**src/rtl/idct_pass_engine.sv**
```systemverilog
// rtl/idct_pass_engine.sv - single-pass IDCT matrix engine (ROW: S'xC, COL: C^TxT with 8-bit clip)
module idct_pass_engine #(
    parameter int N         = 8,
    parameter int NUM_MULT  = 2,
    parameter int DATA_W    = 32,
    parameter int COEF_W    = 12,
    parameter int SHIFT_ROW = 8,
    parameter int SHIFT_COL = 16,
    localparam int ADDR_W   = $clog2(N*N),
    localparam int CADDR_W  = $clog2(N*N/NUM_MULT),
    localparam int ACC_W    = DATA_W + COEF_W + $clog2(N)
) (
    input  logic                       CLOCK_50_I,
    input  logic                       Resetn,
    input  logic                       start,
    input  logic                       pass_mode,
    output logic                       busy,
    output logic                       done,
    output logic [ADDR_W-1:0]          src_addr,
    input  logic [DATA_W-1:0]          src_rdata,
    output logic [CADDR_W-1:0]         coef_addr,
    input  logic [NUM_MULT*COEF_W-1:0] coef_rdata,
    output logic [ADDR_W-1:0]          dst_addr,
    output logic [DATA_W-1:0]          dst_wdata,
    output logic                       dst_we
);
    localparam int LW   = $clog2(N);
    localparam int CW   = $clog2(N+1);
    localparam int MW   = (NUM_MULT > 1) ? $clog2(NUM_MULT) : 1;
    localparam int GPR  = N / NUM_MULT;
    localparam int NGRP = N * N / NUM_MULT;
    localparam int PW   = DATA_W + COEF_W;

    typedef enum logic [1:0] {IDLE, FETCH, WRITE, DONE} state_t;

    state_t                    state;
    logic                      mode;
    logic [CADDR_W-1:0]        grp;
    logic [CW-1:0]             cyc;
    logic [MW-1:0]             wm;
    logic signed [ACC_W-1:0]   acc      [NUM_MULT];
    logic signed [ACC_W-1:0]   acc_next [NUM_MULT];
    logic signed [PW-1:0]      prod     [NUM_MULT];

    function automatic logic [LW-1:0] outer_of(input logic [CADDR_W-1:0] gr);
        return LW'(gr / CADDR_W'(GPR));
    endfunction

    function automatic logic [ADDR_W-1:0] src_at(input logic md, input logic [CADDR_W-1:0] gr,
                                                 input logic [LW-1:0] k);
        logic [LW-1:0] o;
        o = outer_of(gr);
        return md ? {k, o} : {o, k};
    endfunction

    function automatic logic [CADDR_W-1:0] coef_at(input logic [CADDR_W-1:0] gr, input logic [LW-1:0] k);
        return CADDR_W'(k) * CADDR_W'(GPR) + gr % CADDR_W'(GPR);
    endfunction

    // ROW writes row outer, cols j0+m; COL writes col outer, rows i0+m
    function automatic logic [ADDR_W-1:0] dst_at(input logic md, input logic [CADDR_W-1:0] gr,
                                                 input logic [MW-1:0] lm);
        logic [LW-1:0] o;
        logic [LW-1:0] lane;
        o    = outer_of(gr);
        lane = LW'(int'(gr % CADDR_W'(GPR)) * NUM_MULT + int'(lm));
        return md ? {lane, o} : {o, lane};
    endfunction

    function automatic logic [DATA_W-1:0] wdata_of(input logic md, input logic signed [ACC_W-1:0] a);
        logic signed [ACC_W-1:0] sh;
        if (!md) begin
            sh = a >>> SHIFT_ROW;
            return sh[DATA_W-1:0];
        end
        sh = a >>> SHIFT_COL;
        if (sh[ACC_W-1])
            return '0;
        if (sh > ACC_W'(255))
            return DATA_W'(255);
        return {{(DATA_W-8){1'b0}}, sh[7:0]};
    endfunction

    always_comb begin
        for (int m = 0; m < NUM_MULT; m++) begin
            prod[m]     = PW'(signed'(src_rdata)) * PW'(signed'(coef_rdata[m*COEF_W +: COEF_W]));
            acc_next[m] = acc[m] + ACC_W'(prod[m]);
        end
    end

    logic [MW-1:0]      wm_n;
    logic [CADDR_W-1:0] grp_n;
    logic [LW-1:0]      k_n;
    assign wm_n  = wm + 1'b1;
    assign grp_n = grp + 1'b1;
    assign k_n   = LW'(cyc + 1'b1);

    always_ff @(posedge CLOCK_50_I) begin
        if (!Resetn) begin
            state     <= IDLE;
            mode      <= 1'b0;
            grp       <= '0;
            cyc       <= '0;
            wm        <= '0;
            busy      <= 1'b0;
            done      <= 1'b0;
            src_addr  <= '0;
            coef_addr <= '0;
            dst_addr  <= '0;
            dst_wdata <= '0;
            dst_we    <= 1'b0;
            for (int m = 0; m < NUM_MULT; m++) acc[m] <= '0;
        end else begin
            done   <= 1'b0;
            dst_we <= 1'b0;
            case (state)
                IDLE: begin
                    if (start) begin
                        mode      <= pass_mode;
                        grp       <= '0;
                        cyc       <= '0;
                        busy      <= 1'b1;
                        state     <= FETCH;
                        src_addr  <= src_at(pass_mode, '0, '0);
                        coef_addr <= coef_at('0, '0);
                        for (int m = 0; m < NUM_MULT; m++) acc[m] <= '0;
                    end
                end
                FETCH: begin
                    // read data lags the address by one cycle, so cycle c accumulates k=c-1
                    if (cyc != '0)
                        for (int m = 0; m < NUM_MULT; m++) acc[m] <= acc_next[m];
                    if (cyc == CW'(N)) begin
                        state     <= WRITE;
                        wm        <= '0;
                        dst_we    <= 1'b1;
                        dst_addr  <= dst_at(mode, grp, '0);
                        dst_wdata <= wdata_of(mode, acc_next[0]);
                    end else begin
                        cyc <= cyc + 1'b1;
                        if (int'(cyc) + 1 < N) begin
                            src_addr  <= src_at(mode, grp, k_n);
                            coef_addr <= coef_at(grp, k_n);
                        end
                    end
                end
                WRITE: begin
                    if (wm == MW'(NUM_MULT-1)) begin
                        if (int'(grp) == NGRP-1) begin
                            state <= DONE;
                        end else begin
                            grp       <= grp_n;
                            cyc       <= '0;
                            state     <= FETCH;
                            src_addr  <= src_at(mode, grp_n, '0);
                            coef_addr <= coef_at(grp_n, '0);
                            for (int m = 0; m < NUM_MULT; m++) acc[m] <= '0;
                        end
                    end else begin
                        wm        <= wm_n;
                        dst_we    <= 1'b1;
                        dst_addr  <= dst_at(mode, grp, wm_n);
                        dst_wdata <= wdata_of(mode, acc[wm_n]);
                    end
                end
                DONE: begin
                    busy  <= 1'b0;
                    done  <= 1'b1;
                    state <= IDLE;
                end
                default: state <= IDLE;
            endcase
        end
    end
endmodule
```
**config.mk**
```make
export PLATFORM = sky130hd
export DESIGN_NAME = idct_pass_engine
export DESIGN_NICKNAME = d
export VERILOG_FILES = /design/src/rtl/idct_pass_engine.sv
export SDC_FILE = /design/constraint.sdc
export NUM_CORES = 2
export LEC_CHECK = 0
export CAP_MARGIN = 5
export CORE_MARGIN = 3
export CORE_UTILIZATION = 60
export CTS_BUF_LIST = sky130_fd_sc_hd__clkbuf_4
export CTS_CLUSTER_DIAMETER = 80
export DETAILED_ROUTE_END_ITERATION = 7
export DONT_BUFFER_PORTS = 1
export HOLD_SLACK_MARGIN = 0.15
export PLACE_DENSITY = 0.76
export SLEW_MARGIN = 25
export SYNTH_ARGS = -nofsm -noshare
export SYNTH_HDL_FRONTEND = slang
export SYNTH_SLANG_ARGS = --single-unit
```
**constraint.sdc**
```tcl
create_clock -name CLOCK_50_I -period 8.4 [get_ports CLOCK_50_I]
set_input_delay 0.42 -clock CLOCK_50_I [delete_from_list [all_inputs] [get_ports CLOCK_50_I]]
set_output_delay 0.42 -clock CLOCK_50_I [all_outputs]
set_load 0.01 [all_outputs]
```
==> tab_implementation.tex <==
\begin{tabular}{lr}
\hline
Metric & Value \\
\hline
\multicolumn{2}{l}{\textbf{Critical path}} \\
Critical Path Source Type & input port \\
Reg-to-reg slack, setup & 1.88 ns \\
Reg2reg end & acc[1][41] \\
Worst reg2reg path depth & 18 \\
Cell breakdown of the critical path & inv\_1, buf\_4, nor2\_1, fa\_1, fa\_1, fa\_1, fa\_1, fa\_1, ha\_1, ha\_1, a21oi\_1, a21oi\_1, a2111oi\_2, nand4\_2, a21oi\_1, o21ai\_1, a2111oi\_0, nor3\_1, mux2i\_1, o221a\_1 \\
Cell with the most instances on the worst path & sky130\_fd\_sc\_hd\_\_fa\_1 \\
Data arrival time at the worst-slack endpoint & 7.25 ns \\
Buffers plus inverters on the worst setup path & 2 \\
Critical Path RT & 9.02 ns \\
Worst Setup Path Type & in2reg \\
Largest delay share family, worst path & adder cells \\
Slowest cell on the critical path & sky130\_fd\_sc\_hd\_\_mux2i\_1 \\
Reg-to-Reg Start & acc[1][10] \\
Kind of end point of the critical path & flop \\
Max stage delay on crit path & 0.81 ns \\
CP max FO & 20 \\
\multicolumn{2}{l}{\textbf{STA}} \\
Highest Clock Rate & 151 MHz \\
Final Cycle Share & 78.9\% \\
Final Critical Period & 6.63 ns \\
Setup-failing EPs final & 0 \\
RSZ-0062 raised after global routing & no \\
Remaining max-slew budget at the tightest pin & 29.4\% \\
Final WS setup & approximately 1.8 ns \\
Transition at the pin with the smallest max-transition slack & a little over 1 ns \\
Aggregate negative setup slack & 0 ns \\
Clock skew & 0.0245 ns \\
Fin. max-slew vios & 0 \\
Worst hold slack & 0.185 ns \\
Final number of hold-violating endpoints & 0 \\
\multicolumn{2}{l}{\textbf{Status}} \\
Run status & finished, violations left \\
Violated checks & design-rule violations \\
\multicolumn{2}{l}{\textbf{Floorplan}} \\
Horizontal extent of the die & between 200 and 300 um \\
Total Die Area & 63000 sq um \\
Initial core utilization & 60.8\% \\
Floorplan Core Area & 59200 sq um \\
Floorplan row count & 89 \\
I/O pin count & 112 \\
Vertical extent of the die & 251 um \\
\multicolumn{2}{l}{\textbf{Synthesis}} \\
Share of the synthesized area in compound gates (AO/OA/AOI/OAI) & 7.98\% \\
Arithmetic-cell share of the synthesized area counting full adders, half adders and majority gates & a little over half \\
Total number of yosys warnings & 0 \\
Post-synthesis instance area & 36000 sq um \\
Share of cell area taken by muxes after synthesis & under 10\% \\
Fraction of the yosys area taken by sequential cells & 11.4\% \\
Xor and xnor area share after synthesis & roughly 1.8\% \\
Main combinational cell family by area after synthesis & adder cells \\
Post-synthesis async set-or-reset flop share & 0\% \\
Number of library cell types mapped by synthesis & 81 \\
Number of enable-type register cells in the synthesized netlist & 94 \\
Post-synth top flop & sky130\_fd\_sc\_hd\_\_edfxtp\_1 \\
Register bit count reported by yosys & 159 \\
Number of cells produced by synthesis & 3825 \\
Number of nets in the synthesized netlist & 4909 \\
Average cell area after synthesis & 9.42 sq um \\
Share of synthesized cell area in and, or, nand and nor gates & 16.8\% \\
\multicolumn{2}{l}{\textbf{Clock network}} \\
Buffers inserted by post-CTS timing repair & 0 \\
Clock transition at the registers of the reported paths & between 0.15 and 0.2 ns \\
H-Tree Level Count & 4 \\
TritonCTS clock tree & yes \\
Hold\_buf cts & 7 \\
CTS sink count & 159 \\
Clock buffer count from CTS & 17 \\
Deepest clock path buffer count & 2 \\
Number of cells upsized or downsized after cts & 0 \\
Source-to-sink clock delay at the later pin of the worst-skew pair & 0.68 ns \\
Root cell of the clock tree & sky130\_fd\_sc\_hd\_\_clkbuf\_4 \\
\multicolumn{2}{l}{\textbf{Route}} \\
Average wire per standard cell & 20.6 um \\
First-pass iteration count of the detailed router & 8 \\
Final Routed Wirelength & a little over 90 mm \\
Post-route DRC violation count & 1 \\
Routed via count & around 26000 \\
Number of violations reported at the end of detailed-routing iteration 0 & around 2300 \\
Antenna Violating Nets Remaining & 0 \\
Post-detailed-route via-to-cell ratio & around 5.9 \\
\multicolumn{2}{l}{\textbf{GRT}} \\
Final global-route overflow total & 0 \\
Via count of the first global-routing pass & around 28000 \\
Global-route wire length before repair & 149 mm \\
Pin count of the biggest net entering global routing & between 70 and 80 \\
Global Route Usage Sum & 30.4\% \\
Initial antenna violation count & 3 \\
\multicolumn{2}{l}{\textbf{Min path}} \\
Number of cells on the worst hold path & 3 \\
Hold EP & acc[1][0] \\
Start point of the worst min-delay path & src\_rdata[0] \\
Classification of the worst-slack hold path & in2reg \\
\multicolumn{2}{l}{\textbf{Place}} \\
Setup slack after placement & between 1 and 1.5 ns \\
Number of port buffers & 0 \\
Final HPWL from detailed placement & about 73 mm \\
Global placement routability congestion & just under 1 \\
Cell Count Post-Placement & about 4400 \\
\multicolumn{2}{l}{\textbf{Layout}} \\
Layout-stage area growth over the synthesis result & 2.10\% \\
Commonest non-fill, non-tap cells in the layout & sky130\_fd\_sc\_hd\_\_fa\_1 (790), sky130\_fd\_sc\_hd\_\_inv\_1 (643), sky130\_fd\_sc\_hd\_\_nand2\_1 (578) \\
Non-Filler Instances & 4448 \\
Fillcell total & 4996 \\
Net count, final & 4744 \\
Most common cell after layout, fill and taps aside & sky130\_fd\_sc\_hd\_\_fa\_1 \\
Proportion of layout cells with a drive suffix above 1 & approximately 2.1\% \\
\multicolumn{2}{l}{\textbf{Flow run}} \\
Max-cap viol count & 0 \\
\hline
\end{tabular}
-- worst min-delay path, stage by stage --
cell and delay [ns]:
sky130_fd_sc_hd__and2_1 0.11, sky130_fd_sc_hd__ha_1 0.11, sky130_fd_sc_hd__and2_1 0.11
-- cells in the mapped netlist, types with 5 or more instances --
library cell	instances	share of area, %
sky130_fd_sc_hd__a21boi_1	12	0.25
sky130_fd_sc_hd__o31a_1	5	0.12
sky130_fd_sc_hd__a22oi_1	12	0.25
sky130_fd_sc_hd__edfxtp_1	94	7.8
sky130_fd_sc_hd__clkbuf_1	189	2.0
sky130_fd_sc_hd__o31ai_1	11	0.23
sky130_fd_sc_hd__xnor2_1	46	1.1
sky130_fd_sc_hd__inv_1	643	6.7
sky130_fd_sc_hd__a211oi_1	15	0.31
sky130_fd_sc_hd__nand4_1	18	0.31
sky130_fd_sc_hd__a21boi_0	9	0.19
sky130_fd_sc_hd__a21oi_1	112	1.6
sky130_fd_sc_hd__nand2_1	578	6.0
sky130_fd_sc_hd__dfxtp_1	65	3.6
sky130_fd_sc_hd__nor2b_1	34	0.59
sky130_fd_sc_hd__and2_1	288	5.0
sky130_fd_sc_hd__o221a_2	8	0.25
sky130_fd_sc_hd__o221a_1	8	0.25
sky130_fd_sc_hd__o211ai_1	20	0.42
sky130_fd_sc_hd__o21ai_1	17	0.24
sky130_fd_sc_hd__or2_2	6	0.10
sky130_fd_sc_hd__a32oi_1	7	0.17
sky130_fd_sc_hd__mux2i_1	35	0.97
sky130_fd_sc_hd__nor3b_1	11	0.23
sky130_fd_sc_hd__o21a_1	16	0.33
sky130_fd_sc_hd__xor2_1	30	0.73
sky130_fd_sc_hd__ha_1	234	8.1
sky130_fd_sc_hd__buf_1	11	0.11
sky130_fd_sc_hd__or3_1	11	0.19
sky130_fd_sc_hd__nor3_1	39	0.54
sky130_fd_sc_hd__a21o_1	43	0.90
sky130_fd_sc_hd__nor4_1	19	0.33
sky130_fd_sc_hd__o21bai_1	13	0.27
sky130_fd_sc_hd__nand3b_1	8	0.17
sky130_fd_sc_hd__o21ai_0	62	0.86
sky130_fd_sc_hd__a31oi_1	6	0.10
sky130_fd_sc_hd__fa_1	790	44
sky130_fd_sc_hd__nor2_1	138	1.4
sky130_fd_sc_hd__nand3_1	28	0.39
sky130_fd_sc_hd__o2111ai_1	5	0.12
sky130_fd_sc_hd__o211a_1	7	0.19
sky130_fd_sc_hd__and3_1	12	0.21
sky130_fd_sc_hd__nand2b_1	49	0.85
-- layer usage --
metal	global-route usage [%]	part of all wire, %	wire length [um]
met1	38.8	38	34500
met2	49.7	48	43700
met3	9.09	10	9600
met4	11.1	4.2	3860
met5	0	0.014	13
-- cells by family (layout without fill, tap and decap cells) --
| kind of cell | after synthesis | after routing |
|---|---|---|
| other | 0 | 2 |
| DFF | 159 | 159 |
| adders and majority gates | 1024 | 1024 |
| xor gates and xnor gates | 76 | 76 |
| AOI/OAI and AO/OA | 424 | 424 |
| buffers and inverters | 848 | 696 |
| and+or+nand+nor | 1255 | 1255 |
| muxes | 39 | 39 |
-- metrics by stage --
stage | util (%) | area (sq um)
global route | 62.1 | 36800
detailed placement | 61.4 | 36400
finish | 62.1 | 36800
global placement | 61.4 | 36400
floorplan | - | 36000
CTS | 62.1 | 36800
-- state kept, by name (all words and copies together), names as in the netlist --
register   flops
acc           94
dst_wdata     32
dst_addr       6
src_addr       6
coef_addr      5
grp            5
cyc            4
state          2
busy           1
done           1
dst_we         1
mode           1
wm             1
-- cell type report --
| type | count | area [sq um] | area share [%] |
|---|---|---|---|
| Timing Repair Buffer | 19 | 170 | 0.462 |
| Antenna cell | 2 | 5.00 | 0.0136 |
| Inverter | 645 | 2420 | 6.58 |
| Clock inverter | 15 | 219 | 0.595 |
| Sequential cell | 159 | 4130 | 11.2 |
| Clock buffer | 17 | 128 | 0.347 |
| Tap cell | 773 | 967 | 2.63 |
| Multi-Input combinational cell | 2818 | 28800 | 78.2 |
-- worst max path at each step --
stage | cells past startpoint | slack [ns] | start | to
2_1_floorplan | 20 | 1.72 | src_rdata[31] | dst_wdata[7]
4_1_cts | 20 | 1.88 | coef_rdata[11] | dst_wdata[0]
6_report | 20 | 1.77 | coef_rdata[11] | dst_wdata[0]
3_5_place_dp | 20 | 1.18 | coef_rdata[11] | dst_wdata[0]
5_1_grt | 20 | 1.48 | coef_rdata[11] | dst_wdata[0]
3_3_place_gp | 20 | 1.24 | coef_rdata[11] | dst_wdata[1]
Power is left out: the tool's default activity adds up to more than one toggle a clock period on the data nets, which glitch-free logic cannot reach.
